[src/rtl/mem_bus_arbiter_pkg.sv]
// mem_bus_arbiter_pkg: slot owner and FSM encodings plus RAM bus widths
package mem_bus_arbiter_pkg;
    localparam int ADDR_W = 16;
    localparam int DATA_W = 8;
    typedef enum logic {OWNER_CPU = 1'b0, OWNER_DMA = 1'b1} owner_e;
    typedef enum logic {S_CPU = 1'b0, S_DMA = 1'b1} state_e;
endpackage

[src/rtl/mem_bus_arbiter_if.sv]
// mem_bus_arbiter_if: 6502, DMA and RAM side signals around the arbiter
interface mem_bus_arbiter_if;
    import mem_bus_arbiter_pkg::*;
    logic [ADDR_W-1:0] cpu_ab;
    logic [DATA_W-1:0] cpu_do;
    logic              cpu_we;
    logic [DATA_W-1:0] cpu_di;
    logic              cpu_rdy;
    logic              dma_req;
    logic [ADDR_W-1:0] dma_addr;
    logic              dma_we;
    logic [DATA_W-1:0] dma_wdata;
    logic              dma_gnt;
    logic              dma_rvalid;
    logic [DATA_W-1:0] dma_rdata;
    logic [ADDR_W-1:0] mem_addr;
    logic [DATA_W-1:0] mem_wdata;
    logic              mem_we;
    logic [DATA_W-1:0] mem_rdata;
    modport slave (
        input  cpu_ab, cpu_do, cpu_we, dma_req, dma_addr, dma_we, dma_wdata, mem_rdata,
        output cpu_di, cpu_rdy, dma_gnt, dma_rvalid, dma_rdata, mem_addr, mem_wdata, mem_we
    );
    modport master (
        output cpu_ab, cpu_do, cpu_we, dma_req, dma_addr, dma_we, dma_wdata, mem_rdata,
        input  cpu_di, cpu_rdy, dma_gnt, dma_rvalid, dma_rdata, mem_addr, mem_wdata, mem_we
    );
endinterface

[src/rtl/mem_bus_arbiter.sv]
// mem_bus_arbiter: cycle-stealing share of one RAM port between the 6502 and a DMA requester
module mem_bus_arbiter
    import mem_bus_arbiter_pkg::*;
#(
    parameter int DMA_MAX_RUN = 4,
    parameter int CPU_MIN_RUN = 1
) (
    input  logic               clk,
    input  logic               reset,
    mem_bus_arbiter_if.slave   bus
);
    localparam logic [3:0] MAX_RUN = 4'(DMA_MAX_RUN);
    localparam logic [3:0] MIN_RUN = 4'(CPU_MIN_RUN);
    state_e            r_state;
    owner_e            r_prev_owner;
    logic [3:0]        r_dma_run;
    logic [3:0]        r_cpu_run;
    logic [DATA_W-1:0] r_hold_di;
    logic              r_dma_rvalid;
    logic              w_dma_win;
    assign w_dma_win = !reset && bus.dma_req &&
                       (r_state == S_CPU ? r_cpu_run >= MIN_RUN : r_dma_run < MAX_RUN);
    assign bus.dma_gnt    = w_dma_win;
    assign bus.cpu_rdy    = !w_dma_win;
    assign bus.mem_addr   = w_dma_win ? bus.dma_addr  : bus.cpu_ab;
    assign bus.mem_wdata  = w_dma_win ? bus.dma_wdata : bus.cpu_do;
    assign bus.mem_we     = w_dma_win ? bus.dma_we    : bus.cpu_we;
    // a stalled 6502 keeps seeing the byte from its last CPU-owned read
    assign bus.cpu_di     = r_prev_owner == OWNER_CPU ? bus.mem_rdata : r_hold_di;
    assign bus.dma_rdata  = bus.mem_rdata;
    assign bus.dma_rvalid = r_dma_rvalid;
    always_ff @(posedge clk) begin
        if (reset) begin
            r_state      <= S_CPU;
            r_cpu_run    <= MIN_RUN;
            r_dma_run    <= 4'd0;
            r_prev_owner <= OWNER_CPU;
            r_hold_di    <= '0;
            r_dma_rvalid <= 1'b0;
        end else begin
            r_prev_owner <= w_dma_win ? OWNER_DMA : OWNER_CPU;
            r_dma_rvalid <= w_dma_win && !bus.dma_we;
            if (r_prev_owner == OWNER_CPU)
                r_hold_di <= bus.mem_rdata;
            case (r_state)
                S_CPU: begin
                    if (w_dma_win) begin
                        r_state   <= S_DMA;
                        r_dma_run <= 4'd1;
                    end else if (r_cpu_run != 4'hf) begin
                        r_cpu_run <= r_cpu_run + 4'd1;
                    end
                end
                S_DMA: begin
                    if (w_dma_win) begin
                        r_dma_run <= r_dma_run + 4'd1;
                    end else begin
                        r_state   <= S_CPU;
                        r_cpu_run <= 4'd1;
                    end
                end
            endcase
        end
    end
endmodule

[src/flat_wrapper.sv]
// flat-port wrapper written by rule: the top's interface ports become plain ports
module mem_bus_arbiter_flat import mem_bus_arbiter_pkg::*;
#(
    parameter int DMA_MAX_RUN = 4,
    parameter int CPU_MIN_RUN = 1
)
  (clk, reset, bus_cpu_ab, bus_cpu_do, bus_cpu_we, bus_dma_req, bus_dma_addr, bus_dma_we, bus_dma_wdata, bus_mem_rdata, bus_cpu_di, bus_cpu_rdy, bus_dma_gnt, bus_dma_rvalid, bus_dma_rdata, bus_mem_addr, bus_mem_wdata, bus_mem_we);
  mem_bus_arbiter_if bus_i ();
  input  logic clk;
  input  logic reset;
  input wire logic [$bits(bus_i.cpu_ab)-1:0] bus_cpu_ab;
  input wire logic [$bits(bus_i.cpu_do)-1:0] bus_cpu_do;
  input wire logic [$bits(bus_i.cpu_we)-1:0] bus_cpu_we;
  input wire logic [$bits(bus_i.dma_req)-1:0] bus_dma_req;
  input wire logic [$bits(bus_i.dma_addr)-1:0] bus_dma_addr;
  input wire logic [$bits(bus_i.dma_we)-1:0] bus_dma_we;
  input wire logic [$bits(bus_i.dma_wdata)-1:0] bus_dma_wdata;
  input wire logic [$bits(bus_i.mem_rdata)-1:0] bus_mem_rdata;
  output wire logic [$bits(bus_i.cpu_di)-1:0] bus_cpu_di;
  output wire logic [$bits(bus_i.cpu_rdy)-1:0] bus_cpu_rdy;
  output wire logic [$bits(bus_i.dma_gnt)-1:0] bus_dma_gnt;
  output wire logic [$bits(bus_i.dma_rvalid)-1:0] bus_dma_rvalid;
  output wire logic [$bits(bus_i.dma_rdata)-1:0] bus_dma_rdata;
  output wire logic [$bits(bus_i.mem_addr)-1:0] bus_mem_addr;
  output wire logic [$bits(bus_i.mem_wdata)-1:0] bus_mem_wdata;
  output wire logic [$bits(bus_i.mem_we)-1:0] bus_mem_we;
  assign bus_i.cpu_ab = bus_cpu_ab;
  assign bus_i.cpu_do = bus_cpu_do;
  assign bus_i.cpu_we = bus_cpu_we;
  assign bus_i.dma_req = bus_dma_req;
  assign bus_i.dma_addr = bus_dma_addr;
  assign bus_i.dma_we = bus_dma_we;
  assign bus_i.dma_wdata = bus_dma_wdata;
  assign bus_i.mem_rdata = bus_mem_rdata;
  assign bus_cpu_di = bus_i.cpu_di;
  assign bus_cpu_rdy = bus_i.cpu_rdy;
  assign bus_dma_gnt = bus_i.dma_gnt;
  assign bus_dma_rvalid = bus_i.dma_rvalid;
  assign bus_dma_rdata = bus_i.dma_rdata;
  assign bus_mem_addr = bus_i.mem_addr;
  assign bus_mem_wdata = bus_i.mem_wdata;
  assign bus_mem_we = bus_i.mem_we;
  mem_bus_arbiter #(.DMA_MAX_RUN(DMA_MAX_RUN), .CPU_MIN_RUN(CPU_MIN_RUN)) u_core (.clk(clk), .reset(reset), .bus(bus_i));
endmodule
[config.mk]
export PLATFORM = sky130hd
export DESIGN_NAME = mem_bus_arbiter_flat
export DESIGN_NICKNAME = d
export VERILOG_FILES = /design/src/rtl/mem_bus_arbiter_pkg.sv /design/src/rtl/mem_bus_arbiter_if.sv /design/src/rtl/mem_bus_arbiter.sv /design/src/flat_wrapper.sv
export SDC_FILE = /design/constraint.sdc
export NUM_CORES = 1
export LEC_CHECK = 0
export ABC_AREA = 1
export BUFFER_PORTS_ARGS = -buffer_cell sky130_fd_sc_hd__buf_2
export CAP_MARGIN = 40
export CELL_PAD_IN_SITES_DETAIL_PLACEMENT = 1
export CELL_PAD_IN_SITES_GLOBAL_PLACEMENT = 1
export CORE_AREA = 8 8 79 81
export DETAILED_ROUTE_END_ITERATION = 8
export DIE_AREA = 0 0 87 89
export PLACE_DENSITY_LB_ADDON = 0.05
export SYNTH_ARGS = -nofsm -noshare
export SYNTH_HDL_FRONTEND = slang
export SYNTH_SLANG_ARGS = --single-unit
[constraint.sdc]
create_clock -name clk -period 4 [get_ports clk]
set_input_delay 0.6 -clock clk [delete_from_list [all_inputs] [get_ports clk]]
set_output_delay 0.6 -clock clk [all_outputs]
set_load 0.1 [all_outputs]
# After elaboration in Yosys (flattened, before gate mapping)
# Cells that the tools add are included.
word_totals:
  ff_bits: 18
  latch_bits: 0
  elab_cells: 37
  mem_bits_ro: 0
  output_inout_bits: 44
  inputBits: 61
  mem_count: 0
  ram_bits: 0
op_classes:
  bitwise: 1
  reduce_logical: 8
  muxes: 13
  n_shift: 0
  n_addsub: 2
  n_mul: 0
  n_div: 0
  n_eq_ne: 6
  n_lt_le_gt_ge: 2
op_table:
  columns: ["operator", "count"]
  rows:
  - ["$mux W4", 5]
  - ["$mux W16", 1]
  - ["$mux W8", 2]
  - ["$pmux W4 S2", 2]
  - ["$add A4 B1 Y4 const B", 2]
  - ["$ne A2 B2 Y1 const B", 4]
  - ["$ge A4 B1 Y1 const B", 1]
  - ["$lt A4 B3 Y1 const B", 1]
  - ["$ne A4 B4 Y1 const B", 1]
  - ["$logic_and A1 B1 Y1", 3]
  - ["$logic_not A1 Y1", 3]
  - ["$mux W1", 3]
  - ["$reduce_and A3 Y1", 1]
  - ["$ne A2 B1 Y1 const B", 1]
  - ["$reduce_and A2 Y1", 1]
  - ["$not A1 Y1", 1]

# Longest topological paths before layout
# Gate-level depths: netlist of the first run.
depth:
  word_depth: 5
  mapped_depth: 10
  mapped_depth_nobuf: 9

# Least setup slack after synthesis of the first run
# OpenSTA, ideal clock, no wires.
synth_path:
  path_type: "input to output"
  startpoint: "input reset"
  endpoint: "output bus_mem_we"
  required_ns: 3.400
  cell_stages: 8
  arrival_ns: 2.487
  slack_ns: 0.913
  n_path_buf: 1
  cell_sequence: "buf_6 -> inv_2 -> nand2_1 -> nor2_2 -> nand2_4 -> inv_6 -> nor2_1 -> nor2_1"
synth_between:
  elab_chain_cells: 4
synth_lines:
  columns: ["element", "line_no", "text"]
  rows:
  - ["from (decl)", "flat_wrapper.sv:10", "input logic reset;"]
  - ["$logic_not A1 Y1", "mem_bus_arbiter.sv:21", "assign w_dma_win = !reset && bus.dma_req &&"]
  - ["$logic_and A1 B1 Y1 (2 in series)", "mem_bus_arbiter.sv:21", null]
  - ["$mux W1", "mem_bus_arbiter.sv:27", "assign bus.mem_we = w_dma_win ? bus.dma_we : bus.cpu_we;"]
  - ["to (decl)", "flat_wrapper.sv:26", "output wire logic [$bits(bus_i.mem_we)-1:0] bus_mem_we;"]
# No other way between the ends.

# Worst setup path after layout of the first run
layout_path:
  startpoint: "register u_core.r_cpu_run[0]"
  endpoint: "output bus_mem_addr[3]"
layout_between:
  elab_chain_cells: 4
layout_lines:
  columns: ["element", "line_no", "text"]
  rows:
  - ["from (decl)", "mem_bus_arbiter.sv:17", "logic [3:0] r_cpu_run;"]
  - ["from (signal assigned)", "mem_bus_arbiter.sv:51", "r_cpu_run <= r_cpu_run + 4'd1;"]
  - ["$ge A4 B1 Y1", "mem_bus_arbiter.sv:22", "(r_state == S_CPU ? r_cpu_run >= MIN_RUN : r_dma_run < MAX_RUN);"]
  - ["$mux W1", "mem_bus_arbiter.sv:22", null]
  - ["$logic_and A1 B1 Y1", "mem_bus_arbiter.sv:21", null]
  - ["$mux W16", "mem_bus_arbiter.sv:25", "assign bus.mem_addr = w_dma_win ? bus.dma_addr : bus.cpu_ab;"]
  - ["to (decl)", "flat_wrapper.sv:24", "output wire logic [$bits(bus_i.mem_addr)-1:0] bus_mem_addr;"]
# No other way between the ends.

==> results of run 1 <==
synth_stat cells:
cell and count:
inv_2 2, a21oi_1 12, xnor2_1 1, nor2_2 1, nand3_1 5, nand2_1 108
clkbuf_1 2, buf_4 10, buf_6 4, a21oi_2 2, o211ai_1 1, buf_2 1
inv_1 6, inv_6 1, nand2_2 3, ha_1 4, dfxtp_1 18, nand2_4 1
nand3b_1 1, nand4_1 4, nor2_1 11
final timing paths:
check	from	end	cells past startpoint
min reg2reg	u_core.r_dma_run[3]$_SDFFE_PP0P_	u_core.r_dma_run[3]$_SDFFE_PP0P_	2
min	u_core.r_dma_run[3]$_SDFFE_PP0P_	u_core.r_dma_run[3]$_SDFFE_PP0P_	2
max	u_core.r_cpu_run[0]$_SDFFE_PP1P_	bus_mem_addr[3]	10
max reg2reg	u_core.r_cpu_run[0]$_SDFFE_PP1P_	u_core.r_dma_run[0]$_SDFFE_PP0P_	9
critical path, stage by stage, from the launching register on:
cell     delay [ns]
dfxtp_1        0.45
inv_1          0.09
ha_1           0.20
inv_1          0.05
nor2_1         0.03
nand3_1        0.17
nand2_4        0.30
inv_6          0.28
nand2_1        0.07
nand2_1        0.07
buf_2          0.42
kinds of logic after synthesis:
group	after synthesis	synth area share, %
flops	18	29.6
compound gates	15	7.00
simple gates	134	44.4
fa+ha+maj	4	4.12
buf+inv	26	14.1
xor+xnor	1	0.720
state kept, by name, indices dropped and copies added, names as in the netlist:
register,flops
u_core.r_hold_di,8
u_core.bus.dma_rvalid,1
u_core.r_dma_run,4
u_core.r_prev_owner,1
u_core.r_cpu_run,4
final cells by class:
type	instances	area, um^2
clock buffers	4	55.1
fillers	701	3220
inverters	9	38.8
multi-input cells	154	684
flip-flops and latches	18	360
well taps	70	87.6
repair buffers	105	528
layout by cell type (no fill, tap or decap):
cell type	synthesis	layout
nor2_1	11	11
nand2_1	108	108
o211ai_1	1	1
clkbuf_8	0	4
buf_2	1	104
nor2_2	1	1
nand2_2	3	3
nand3_1	5	5
a21oi_1	12	12
a21oi_2	2	2
inv_6	1	1
nand4_1	4	4
ha_1	4	4
nand2_4	1	1
buf_4	10	1
dfxtp_1	18	18
xnor2_1	1	1
nand3b_1	1	1
inv_1	6	6
inv_2	2	2
metal layers:
metal	GRT usage (%)	vias to the layer above	share of wire, %
met2	18.9	62	46
met1	12.3	659	43
li1	-	786	-
met4	1.41	0	0.42
met5	0	-	0
met3	4.87	3	10
per-stage QoR:
stage / setup slack, ns / std cells / hold WS [ns] / utilization [%]
floorplan: 0.913 / 198 / 0.417 / -
global placement: 1.10 / 356 / 0.428 / 34.1
detailed placement: 1.05 / 356 / 0.435 / 34.1
CTS: 0.949 / 360 / 0.454 / 35.2
global route: 0.717 / 360 / 0.483 / 35.2
finish: 0.979 / 360 / 0.451 / 35.2
power groups by stage:
stage / logic [mW] / registers (mW) / clock network, mW
3_3_place_gp: 0.419 / 0.202 / 0
5_1_grt: 0.438 / 0.200 / 0.166
3_5_place_dp: 0.420 / 0.202 / 0
4_1_cts: 0.421 / 0.198 / 0.158
6_report: 0.416 / 0.198 / 0.153
2_1_floorplan: 0.348 / 0.204 / 0
==> impl_metrics.toml, run 1 <==
[clock_tree]
cts_buffers = 3
clock-sinks = 18
clockRootBuffer = "clkbuf_8"
insertion_delay_ns = 0.26
cts_tree = "built"
post_cts_buffers = 0
clkTransAtPathRegs_ns = 0.07
ctsResizeCount = 0
hold_buffers = 0
cts-htree-levels = 1
cts_buffer_depth = 2

[power_and_ir_drop]
ir_worst_vdd_v = 0.000236
p_sw_share_pct = 54.5
p_leak_nw = 1.03
p_clk_share_pct = 20.0
combPwrFrac_pct = 54.2
power.total_mw = 0.767
power.switching_mw = 0.417
power.internal_mw = 0.349
seq_power_share_pct = 25.8
p_per_area_nw_per_um2 = 437

[synth]
syn-cell-area_um2 = 1220
synth.distinct_cells = 21
ys_warn_count = 0
synthCells = 198
syn_area_per_cell_um2 = 6.14
yosys-top-cells-area = "nand2_1, dfxtp_1, buf_4, a21oi_1, ha_1"
synth_top_area_share_pct = 33.3
yosysSeqAreaShare_pct = 29.6
synth_top_cell_by_area = "nand2_1"
synth_nets = 263
ys_seq_elements = 18

[sta]
fin_skew_ns = 0.00372
final_max_slew_viol_count = 0
hold_violations = 0
final-setup-viol-count = 0
period_minus_slack_ns = 3.02
final.setup.tns_ns = 0
tightest_slew_ns = 0.504
slew-limit-headroom_pct = 66.7
max_freq_ghz = 0.331
rsz0062_at_grt = "false"
timing.final.crit_share_pct = 75.5

[floorplan]
initial_core_util_pct = 24.4
die_h_um = 89
core_um2 = 4980
die_x_um = 87
die-area_um2 = 7740
rows = 26
io_pins = 105

[placed_design]
placed_area_um2 = 1700
dpl.hpwl_mm = 3.64
gp_congestion = 0.736
io_buffer_count = 104

[route]
drt.antenna.violating_nets = 0
wl_mm = 4.52
post_drt_via_cell_ratio = 4.19
via_count = 1510
drt_iter0_drc = 46
firstDrtPassIters = 3
drc = 0
detail_route.wl_per_cell_um = 12.6

[critical_path]
end_kind = "primary output"
crit_required_ns = 3.40
crit_path_max_fanout = 37
rrSetupSlack_ns = 2.15
crit_type = "flop to primary output"
crit_arrival_ns = 2.42
crit_path_start_kind = "flop"

[grt]
grt_max_degree = 38
grt_overflow = 0
grt_usage_pct = 10.9
grt_pass1_vias = 1506
antenna_found_initial = 0
grt_pass1_wl_mm = 6.93

[final_layout]
finalNetCount = 356
area_delta_synth_final_pct = 44.2
num_antenna_cells = 0
drive_above_1_share_pct = 41.0
stdcell_area_um2 = 1750

[worst_hold_path]
hold_path.class = "flop to flop"

[status]
status = "finished, final reports clean"

[job]
maxCapViolCount = 0
Note: power is estimated with default switching activity, not from simulation.
==> inputs of run 2 (changes only) <==
- CORE_AREA: 8 8 79 81 -> 8 8 82 84
- DIE_AREA: 0 0 87 89 -> 0 0 90 92
- clock period: 4 -> 2.8 ns (I/O delays scaled with it)
==> impl_metrics.toml, run 2 (synthesis gave the netlist of run 1 again) <==
[final_layout]
drive_above_1_share_pct = 41.4
fin_cells = 364
regMostFlops = "u_core.r_hold_di"
num_antenna_cells = 0
layout_common_cells = "nand2_1, buf_2, buf_12"
top_regs = "u_core.r_hold_di (8), u_core.r_cpu_run (4), u_core.r_dma_run (4)"
mostFrequentLayoutCell = "nand2_1"
finalNetCount = 358
fillers = 718
area_delta_synth_final_pct = 76.7
largest_register_ffs = 8

[clock_tree]
cts_buffers = 3
cts_buffer_depth = 2
cts_tree = "built"
clkTransAtPathRegs_ns = 0.07
hold_buffers = 0
insertion_delay_ns = 0.25
clock-sinks = 18
clockRootBuffer = "clkbuf_8"
cts-htree-levels = 1
post_cts_buffers = 0

[sta]
final-setup-viol-count = 0
final.setup.tns_ns = 0
hold_violations = 0
fin_skew_ns = 0.00646
tightest_slew_ns = 0.497
final_max_slew_viol_count = 0
timing.final.crit_share_pct = 93.2
max_freq_ghz = 0.383
rsz0062_at_grt = "false"
period_minus_slack_ns = 2.61
slew-limit-headroom_pct = 67.1

[grt]
grt_pass1_vias = 1619
grt_max_degree = 32
antenna_found_initial = 0
grt_pass1_wl_mm = 7.89
grt_overflow = 0
grt_usage_pct = 11.3

[floorplan]
io_pins = 105
die_x_um = 90
die_h_um = 92
core_um2 = 5410
die-area_um2 = 8280
initial_core_util_pct = 22.5
rows = 27

[route]
detail_route.wl_per_cell_um = 13.5
via_count = 1518
drc = 0
drt_iter0_drc = 38
post_drt_via_cell_ratio = 4.17
wl_mm = 4.92
firstDrtPassIters = 2
drt.antenna.violating_nets = 0

[critical_path]
crit_path_start_kind = "flop"
path_cells = "inv_1 -> ha_1 -> inv_1 -> nor2_1 -> nand3_1 -> nand2_4 -> inv_6 -> nor2_1 -> nor2_1 -> buf_12"
crit_required_ns = 2.38
cpMostUsedCell = "nor2_1"
slowest_delay_ns = 0.43
crit_path_max_fanout = 31
crit_arrival_ns = 2.19
crit_type = "flop to primary output"
slowest_stage = "dfxtp_1"
end_kind = "primary output"

[power_and_ir_drop]
power.total_mw = 1.22
p_leak_nw = 1.17
ir_worst_vdd_v = 0.000268
p_per_area_nw_per_um2 = 568

[placed_design]
placed_cells = 360
io_buffer_count = 104
gp_congestion = 0.759
dpl.hpwl_mm = 4.12

[worst_hold_path]
hold_path.class = "primary input to flop"

[job]
maxCapViolCount = 0

[status]
status = "finished, final reports clean"
## run 2: changes by cell type in the layout (fill, tap and decap cells not counted), sizes merged
cell / change
clkbuf: +1
buf: +1
## run 2: per-layer routing
metal	track usage, %	vias to the layer above	routed length (um)
met5	0	-	0
met4	0	0	0
met3	4.65	0	359
met2	21.8	50	2570
met1	11.8	679	1990
li1	-	789	-
## run 2: through the flow
step | area (um^2) | hold WS [ns] | utilization, % | worst slack, ns
2_1_floorplan | 1220 | 0.417 | - | 0.0244
3_3_place_gp | 2090 | 0.435 | 38.7 | 0.493
3_5_place_dp | 2090 | 0.445 | 38.7 | 0.450
4_1_cts | 2150 | 0.349 | 39.7 | 0.153
5_1_grt | 2150 | 0.353 | 39.8 | 0.0130
6_report | 2150 | 0.349 | 39.8 | 0.189
## run 2: timing repair
item | in CTS | in global routing
gates resized for setup | 0 | 1
hold endpoints to repair | 0 | 0
setup endpoints to repair | 0 | 1
## run 2: final timing paths
check | start | endpoint | slack [ns] | depth (start not counted)
worst max register to register | u_core.r_cpu_run[0]$_SDFFE_PP1P_ | u_core.r_dma_run[0]$_SDFFE_PP0P_ | 1.04 | 9
worst min register to register | u_core.r_dma_run[3]$_SDFFE_PP0P_ | u_core.r_dma_run[3]$_SDFFE_PP0P_ | 0.45 | 2
worst min-delay path | bus_dma_we | u_core.bus.dma_rvalid$_SDFF_PP0_ | 0.35 | 2
worst max-delay path | u_core.r_cpu_run[0]$_SDFFE_PP1P_ | bus_mem_we | 0.19 | 10
## run 2: area by class of cell
class / count / area (um^2) / share of cell area [%]
sequential: 18 / 360 / 16.8
multi-input combinational: 154 / 684 / 31.8
tap: 72 / 90.1 / 4.19
timing repair buffer: 107 / 921 / 42.8
inverter: 9 / 38.8 / 1.80
clock buffer: 4 / 55.1 / 2.56
## run 2: worst max-delay path, delay by kind of cell (launching register included)
kind / cells / cell delay [ns]
adders and majority gates: 1 / 0.20
and+or+nand+nor: 5 / 0.66
DFF: 1 / 0.43
buffers and inverters: 4 / 0.60
## run 2: where the power goes
part | leakage [nW] | switching, mW | internal [mW]
sequential | 0.148 | 0.0107 | 0.271
combinational | 0.990 | 0.516 | 0.208
clock | 0.0288 | 0.0889 | 0.125
==> inputs of run 3 (changes only) <==
- CTS_CLUSTER_SIZE: unset -> 16
- PLACE_DENSITY: unset -> 0.89
- PLACE_DENSITY_LB_ADDON: 0.05 -> unset
- TNS_END_PERCENT: unset -> 20
==> impl_metrics.toml, run 3 (synthesis gave the netlist of run 1 again) <==
[status]
status = "finished, final reports clean"

[sta]
slew-limit-headroom_pct = 66.6
period_minus_slack_ns = 2.57
final_max_slew_viol_count = 0
max_freq_ghz = 0.389
final-setup-viol-count = 0
final.setup.tns_ns = 0
timing.final.crit_share_pct = 91.8
fin_skew_ns = 0.00573
rsz0062_at_grt = "false"
tightest_slew_ns = 0.505
worst_slack_ns = 0.229
hold_violations = 0

[final_layout]
multi_input_area_um2 = 684
seq_area_um2 = 360
drive_above_1_share_pct = 41.4
largest_register_ffs = 8
num_antenna_cells = 0
finalNetCount = 358
fillers = 747
layout_common_cells = "nand2_1, buf_2, clkbuf_4"
mostFrequentLayoutCell = "nand2_1"
area_delta_synth_final_pct = 56.2
top_regs = "u_core.r_hold_di (8), u_core.r_cpu_run (4), u_core.r_dma_run (4)"
regMostFlops = "u_core.r_hold_di"

[route]
wl_mm = 5.01
drt_iter0_drc = 74
post_drt_via_cell_ratio = 4.28
drt.antenna.violating_nets = 0
detail_route.wl_per_cell_um = 13.8
firstDrtPassIters = 4
drc = 0
via_count = 1557

[grt]
grt_pass1_vias = 1606
antenna_found_initial = 0
grt_usage_pct = 11.3
grt_max_degree = 29
grt_overflow = 0
grt_pass1_wl_mm = 7.78

[clock_tree]
clkTransAtPathRegs_ns = 0.07
clock-sinks = 18
clockRootBuffer = "clkbuf_8"
hold_buffers = 0
ctsResizeCount = 0
insertion_delay_ns = 0.26
cts_buffers = 3
cts_buffer_depth = 2
cts-htree-levels = 1
post_cts_buffers = 0
cts_tree = "built"

[power_and_ir_drop]
p_leak_nw = 1.08
p_per_area_nw_per_um2 = 601
ir_worst_vdd_v = 0.000216

[critical_path]
path_cells = "inv_1 -> ha_1 -> inv_1 -> nor2_1 -> nand3_1 -> nand2_4 -> inv_8 -> nand2_1 -> nand2_1 -> clkbuf_4"
crit_buf_inv = 4
end_kind = "primary output"
crit_path_start_kind = "flop"
slowest_delay_ns = 0.42
crit_arrival_ns = 2.15
crit_type = "flop to primary output"
slowest_stage = "dfxtp_1"
crit_required_ns = 2.38
crit_path_max_fanout = 28
path_delay_family = "buffers and inverters"

[floorplan]
core_um2 = 5410
die_x_um = 90
io_pins = 105
initial_core_util_pct = 22.5
die_h_um = 92
rows = 27
die-area_um2 = 8280

[placed_design]
pre_cts_slack_ns = 0.388
io_buffer_count = 104
dpl.hpwl_mm = 4.08
gp_congestion = 0.728

[job]
maxCapViolCount = 0

[worst_hold_path]
hold_path.class = "primary input to flop"
run 3: final cells by class:
type | count | share of cell area, %
Multi-Input combinational cell | 154 | 36.0
Timing Repair Buffer | 107 | 35.2
Sequential cell | 18 | 19.0
Tap cell | 72 | 4.74
Clock buffer | 4 | 2.90
Inverter | 9 | 2.17
run 3: worst paths after layout:
check | from | end | slack (ns) | depth (start not counted)
setup / recovery | u_core.r_cpu_run[0]$_SDFFE_PP1P_ | bus_mem_addr[10] | 0.23 | 10
hold / removal | bus_dma_we | u_core.bus.dma_rvalid$_SDFF_PP0_ | 0.32 | 2
setup reg to reg | u_core.r_cpu_run[1]$_SDFFE_PP0P_ | u_core.r_cpu_run[2]$_SDFFE_PP0P_ | 0.90 | 9
hold reg to reg | u_core.r_dma_run[3]$_SDFFE_PP0P_ | u_core.r_dma_run[3]$_SDFFE_PP0P_ | 0.44 | 2
run 3: power breakdown:
| part | total (mW) | switching, mW | internal [mW] |
|---|---|---|---|
| sequential | 0.283 | 0.0112 | 0.271 |
| combinational | 0.640 | 0.503 | 0.138 |
| clock | 0.219 | 0.0934 | 0.125 |
| total | 1.14 | 0.607 | 0.534 |
run 3: routing by layer:
metal / GRT usage (%) / wire [um]
met1: 10.4 / 1710
met5: 0 / 0
met2: 23.2 / 3030
met3: 2.36 / 165
met4: 5.13 / 106
run 3: worst reg2reg max path: stages, from the launching register on:
cell	delay, ns
dfxtp_1	0.40
inv_1	0.09
ha_1	0.19
nor2_1	0.10
nand3_1	0.17
nand2_4	0.33
buf_4	0.26
nand2_2	0.10
nand2_1	0.09
a21oi_1	0.06
run 3: stage by stage:
stage	instances	power, mW	utilization (%)	cell area, um^2	hold WS [ns]
finish	364	1.14	35.1	1900	0.323
global route	364	1.20	35.1	1900	0.317
global placement	360	0.908	33.1	1790	0.429
detailed placement	360	0.918	33.1	1790	0.434
floorplan	198	0.788	-	1220	0.417
CTS	364	1.14	34.2	1850	0.317
